`config.mk`:
```
export PLATFORM = sky130hd
export DESIGN_NAME = adder_pipe_nbit
export DESIGN_NICKNAME = d
export VERILOG_FILES = /design/src/rtl/adder_pipe_nbit.sv
export SDC_FILE = /design/constraint.sdc
export NUM_CORES = 1
export LEC_CHECK = 0
export CORE_ASPECT_RATIO = 2
export CORE_MARGIN = 3
export CORE_UTILIZATION = 49
export CTS_CLUSTER_SIZE = 30
export DETAILED_ROUTE_END_ITERATION = 6
export HOLD_SLACK_MARGIN = 0.15
export PLACE_DENSITY = 0.75
export SETUP_SLACK_MARGIN = 0.4
export SYNTH_ARGS = -nofsm -noshare
export SYNTH_HDL_FRONTEND = slang
export SYNTH_SLANG_ARGS = --single-unit
```
`constraint.sdc`:
```
create_clock -name clk -period 1.6 [get_ports clk]
set_clock_uncertainty 0.2 [all_clocks]
set_input_delay 0.32 -clock clk [delete_from_list [all_inputs] [get_ports clk]]
set_output_delay 0.32 -clock clk [all_outputs]
set_load 0.01 [all_outputs]
```
`src/rtl/adder_pipe_nbit.sv`:
```
// adder_pipe_nbit: pipelined unsigned adder. Each stage adds one SLICE-bit slice plus a registered carry.
// Optional feature macro ADD_PIPE_OVF_EN adds the out_ovf signed-overflow output.
module adder_pipe_nbit #(
    parameter int WIDTH = 8,
    parameter int SLICE = 2
) (
    input  logic             clk,
    input  logic             rst,
    input  logic             in_valid,
    output logic             in_ready,
    input  logic [WIDTH-1:0] a,
    input  logic [WIDTH-1:0] b,
    input  logic             cin,
    output logic             out_valid,
    input  logic             out_ready,
    output logic [WIDTH:0]   sum
`ifdef ADD_PIPE_OVF_EN
    ,
    output logic             out_ovf
`endif
);
    // WIDTH must be a multiple of SLICE and at least SLICE.
    localparam int NSTAGE = WIDTH / SLICE;

    logic advance;

    // The whole pipe moves in lockstep; bubbles are kept so latency is fixed.
    assign in_ready = !(out_valid && !out_ready);
    assign advance  = in_ready;

    genvar gi;
    generate
        for (gi = 0; gi < NSTAGE; gi++) begin : stg
            localparam int LO = gi * SLICE;
            localparam int RW = WIDTH - LO;
            localparam int UW = RW - SLICE;

            logic [RW-1:0]       a_in;
            logic [RW-1:0]       b_in;
            logic                c_in;
            logic                v_in;
            logic [SLICE:0]      add_w;
            logic [LO+SLICE-1:0] s_new;
            logic                v_q, v_d;
            logic                c_q, c_d;
            logic [LO+SLICE-1:0] s_q, s_d;

            // a_in/b_in hold only the operand bits not yet added; this slice sits at the bottom.
            if (gi == 0) begin : src
                assign a_in  = a;
                assign b_in  = b;
                assign c_in  = cin;
                assign v_in  = in_valid;
                assign s_new = add_w[SLICE-1:0];
            end else begin : src
                assign a_in  = stg[gi-1].up.a_q;
                assign b_in  = stg[gi-1].up.b_q;
                assign c_in  = stg[gi-1].c_q;
                assign v_in  = stg[gi-1].v_q;
                assign s_new = {add_w[SLICE-1:0], stg[gi-1].s_q};
            end

            assign add_w = {1'b0, a_in[SLICE-1:0]} + {1'b0, b_in[SLICE-1:0]}
                         + {{SLICE{1'b0}}, c_in};

            always_comb begin
                v_d = v_q;
                c_d = c_q;
                s_d = s_q;
                if (advance) begin
                    v_d = v_in;
                    c_d = add_w[SLICE];
                    s_d = s_new;
                end
            end

            always_ff @(posedge clk) begin
                if (rst) begin
                    v_q <= 1'b0;
                    c_q <= 1'b0;
                    s_q <= '0;
                end else begin
                    v_q <= v_d;
                    c_q <= c_d;
                    s_q <= s_d;
                end
            end

            // Upper operand slices ride along until their own stage.
            if (UW > 0) begin : up
                logic [UW-1:0] a_q, a_d;
                logic [UW-1:0] b_q, b_d;

                always_comb begin
                    a_d = a_q;
                    b_d = b_q;
                    if (advance) begin
                        a_d = a_in[RW-1:SLICE];
                        b_d = b_in[RW-1:SLICE];
                    end
                end

                always_ff @(posedge clk) begin
                    if (rst) begin
                        a_q <= '0;
                        b_q <= '0;
                    end else begin
                        a_q <= a_d;
                        b_q <= b_d;
                    end
                end
            end

`ifdef ADD_PIPE_OVF_EN
            // The operand MSBs reach the last stage through the input skew, so overflow is decided there.
            if (gi == NSTAGE - 1) begin : ovf
                logic ovf_q, ovf_d;

                always_comb begin
                    ovf_d = ovf_q;
                    if (advance) begin
                        ovf_d = (a_in[RW-1] == b_in[RW-1]) && (add_w[SLICE-1] != a_in[RW-1]);
                    end
                end

                always_ff @(posedge clk) begin
                    if (rst) begin
                        ovf_q <= 1'b0;
                    end else begin
                        ovf_q <= ovf_d;
                    end
                end
            end
`endif
        end
    endgenerate

    assign out_valid = stg[NSTAGE-1].v_q;
    assign sum       = {stg[NSTAGE-1].c_q, stg[NSTAGE-1].s_q};
`ifdef ADD_PIPE_OVF_EN
    assign out_ovf   = stg[NSTAGE-1].ovf.ovf_q;
`endif

endmodule

```
==> metrics.cfg <==
[finish]
multiInputGateArea_mm2=0.00127
fin_area_mm2=0.00344
regArea_mm2=0.00106
fin_nets=303
fill_cells=327
drive_gt1_share_pct=44.7
antenna_cells=0
area_growth_pct=44.5

[yosys]
syn_inst=224
syn_nets=253
synthTopCellsByArea=dfxtp_1 (44%), nand2b_1 (10%), nand4bb_1 (8.5%)
ys_types=20
ys_ff_latch=52
synthDominantCellAreaShare_pct=43.8
avgSynthCellArea_um2=10.6
syn_area_mm2=0.00238
yosysSeqAreaShare_pct=43.8
synth_top_cell_by_area=dfxtp_1
ys_warn_count=0

[critical_path]
cpPeakStageDelay_ps=440
start_kind=flop
crit_family=adder cells
slowest_stage=fa_2
endpoint_kind=flop
path_class=reg -> reg
path_cells=inv_2 > fa_2 > fa_2 > a211oi_2
rrSetupSlack_ps=-150
crit_fanout=2
cp.buffers_inverters=1
arrival_ps=1780
r2r_cells=4
cp_common_cell=fa_2
worstPathRequired_ps=1630
timing.rr.end=stg[1].s_q[3]
reg2reg_from=stg[0].up.b_q[0]

[cts]
cts_buffers=5
cts_sinks=52
cts_hold_buf=0
insertion_delay_ps=310
clkTransAtPathRegs_ps=100
cts_root_buf=clkbuf_8
cts_max_level=2
cts_tree=done
cts_max_path_buffers=2

[placed_design]
portBuffers=31
hpwl_mm=2.81
gp_congestion=0.730
placed_area_mm2=0.00277

[routing]
drt-wirelength-per-cell_um=17.2
wl_mm=5.67
vias_per_cell=5.38
drt_iter0_drc=80
dr.pass1.iters=4
drc=0
postRouteAntennaNets=0
vias=1777

[sta]
slew_viol_final=0
max_freq_mhz=572
hold_ws_ps=172
worst_pin_slew_ps=311
slew-limit-headroom_pct=79.3
finalHoldViolations=0
fin_ws_ps=-148
finalSetupViolations=4
min_period_over_period_pct=109
final.min_clock_period_ps=1750
rsz0062_at_grt=yes

[die]
pin_count=32
die_h_um=105
die-area_mm2=0.00578
die_x_um=55.3
core-area_mm2=0.00464
initial_utilization_pct=51.2
num_rows=35

[flow_run]
cap_violations=0

[run_status]
failed_checks=negative setup slack
status=finished, violations left

[hold_path]
hold_start=rst
worst_hold_path.endpoint=stg[2].up.b_q[1]
whs_path_depth=3
min_path_type=in -> reg

[global_routing]
grt_pass1_vias=1779
grt.overflow.total=0
grtUsageTotal_pct=19.4
antenna_found_initial=0
grt_pass1_wl_mm=8.82
grt_max_degree=51

[power_and_ir_drop]
leakagePower_nw=1.27
ir_drop_mv=0.763
power_density_mw_per_mm2=746

[tightest hold or removal path, cell delays in order]
cell and delay, ps:
buf_2 130, or4bb_1 140, o21ai_2 60
[through the flow]
stage	worst slack [ps]	power [mW]	TNS, ps	utilization, %	instances
6_report	-148	2.56	-288	74.0	330
5_1_grt	-191	2.66	-842	74.0	330
4_1_cts	-80.6	2.54	-462	69.6	324
3_5_place_dp	-661	1.72	-17220	59.6	299
3_3_place_gp	-638	1.71	-16900	59.6	299
2_1_floorplan	-31.1	1.60	-79.3	-	224
[sequential cells by signal, summed over array words and instances (netlist names)]
register,cells
out_valid,1
stg.c_q,4
stg.s_q,20
stg.up.a_q,12
stg.up.b_q,12
stg.v_q,3
[area by class of cell]
| class | count | area share (%) |
|---|---|---|
| repair buffers | 62 | 24.5 |
| flip-flops and latches | 52 | 31.0 |
| clock inverters | 2 | 0.401 |
| clock buffers | 6 | 2.40 |
| well taps | 55 | 2.00 |
| multi-input cells | 131 | 36.9 |
| inverters | 22 | 2.84 |
[report_power, final]
part | switching (mW) | total [mW] | internal (mW)
sequential | 0.0339 | 1.40 | 1.37
clock | 0.443 | 0.797 | 0.355
combinational | 0.155 | 0.366 | 0.210
total | 0.632 | 2.56 | 1.93
[worst max-delay path by stage]
stage / endpoint / cells after the start / slack [ps] / startpoint
2_1_floorplan: stg[0].s_q[1] / 4 / -30 / cin
3_3_place_gp: stg[0].s_q[1] / 5 / -640 / cin
3_5_place_dp: stg[0].s_q[1] / 5 / -660 / cin
4_1_cts: stg[1].s_q[3] / 4 / -80 / stg[0].up.b_q[0]
5_1_grt: stg[1].s_q[3] / 4 / -190 / stg[0].up.b_q[0]
6_report: stg[1].s_q[3] / 4 / -150 / stg[0].up.b_q[0]
[synth_stat cells]
cell type   n
dfxtp_1    52
nand2b_1   39
inv_1      21
mux2i_1    20
nand4bb_1  18
nor3b_1    12
clkbuf_1   10
o21ai_0    10
o21ai_1     9
fa_1        8
a211oi_1    7
a211oi_2    5
buf_2       4
buf_4       2
buf_6       2
a21oi_1     1
buf_12      1
inv_4       1
nor2b_4     1
or4bb_1     1
[per-layer routing]
layer | track usage (%) | part of all wire (%) | wire (um)
met5 | 0 | 0 | 0
met4 | 7.65 | 2.0 | 116
met3 | 3.09 | 3.4 | 190
met2 | 33.9 | 56 | 3200
met1 | 23.1 | 38 | 2160
[logic make-up (layout without fill, tap and decap cells)]
kind of cell	count (synthesis)	after routing	synth area share, %
simple gates	71	71	23.6
flops	52	52	43.8
buf+inv	41	92	8.42
compound gates	32	32	9.05
mux	20	20	8.42
fa+ha+maj	8	8	6.73
[cell usage in the layout (no fill, tap or decap), types with 2 or more instances in the layout]
master / instances
a211oi_2: 12
buf_12: 8
buf_16: 5
buf_2: 3
buf_4: 5
buf_6: 19
buf_8: 3
clkbuf_16: 3
clkbuf_8: 6
clkdlybuf4s50_1: 13
dfxtp_1: 36
dfxtp_2: 15
dlygate4sd2_1: 3
fa_2: 8
inv_1: 10
inv_2: 10
inv_8: 2
mux2i_1: 20
nand2b_1: 39
nand4bb_1: 18
nor3b_1: 11
o21ai_2: 18
[what timing repair did]
item                                    4_1_cts  5_1_grt
gates resized for setup                     129       22
endpoints found under the setup margin       63       63
pin swaps                                     6       27
gates cloned                                  5        3
setup buffers                                12        3
Note: power is estimated with default switching activity, not from simulation.
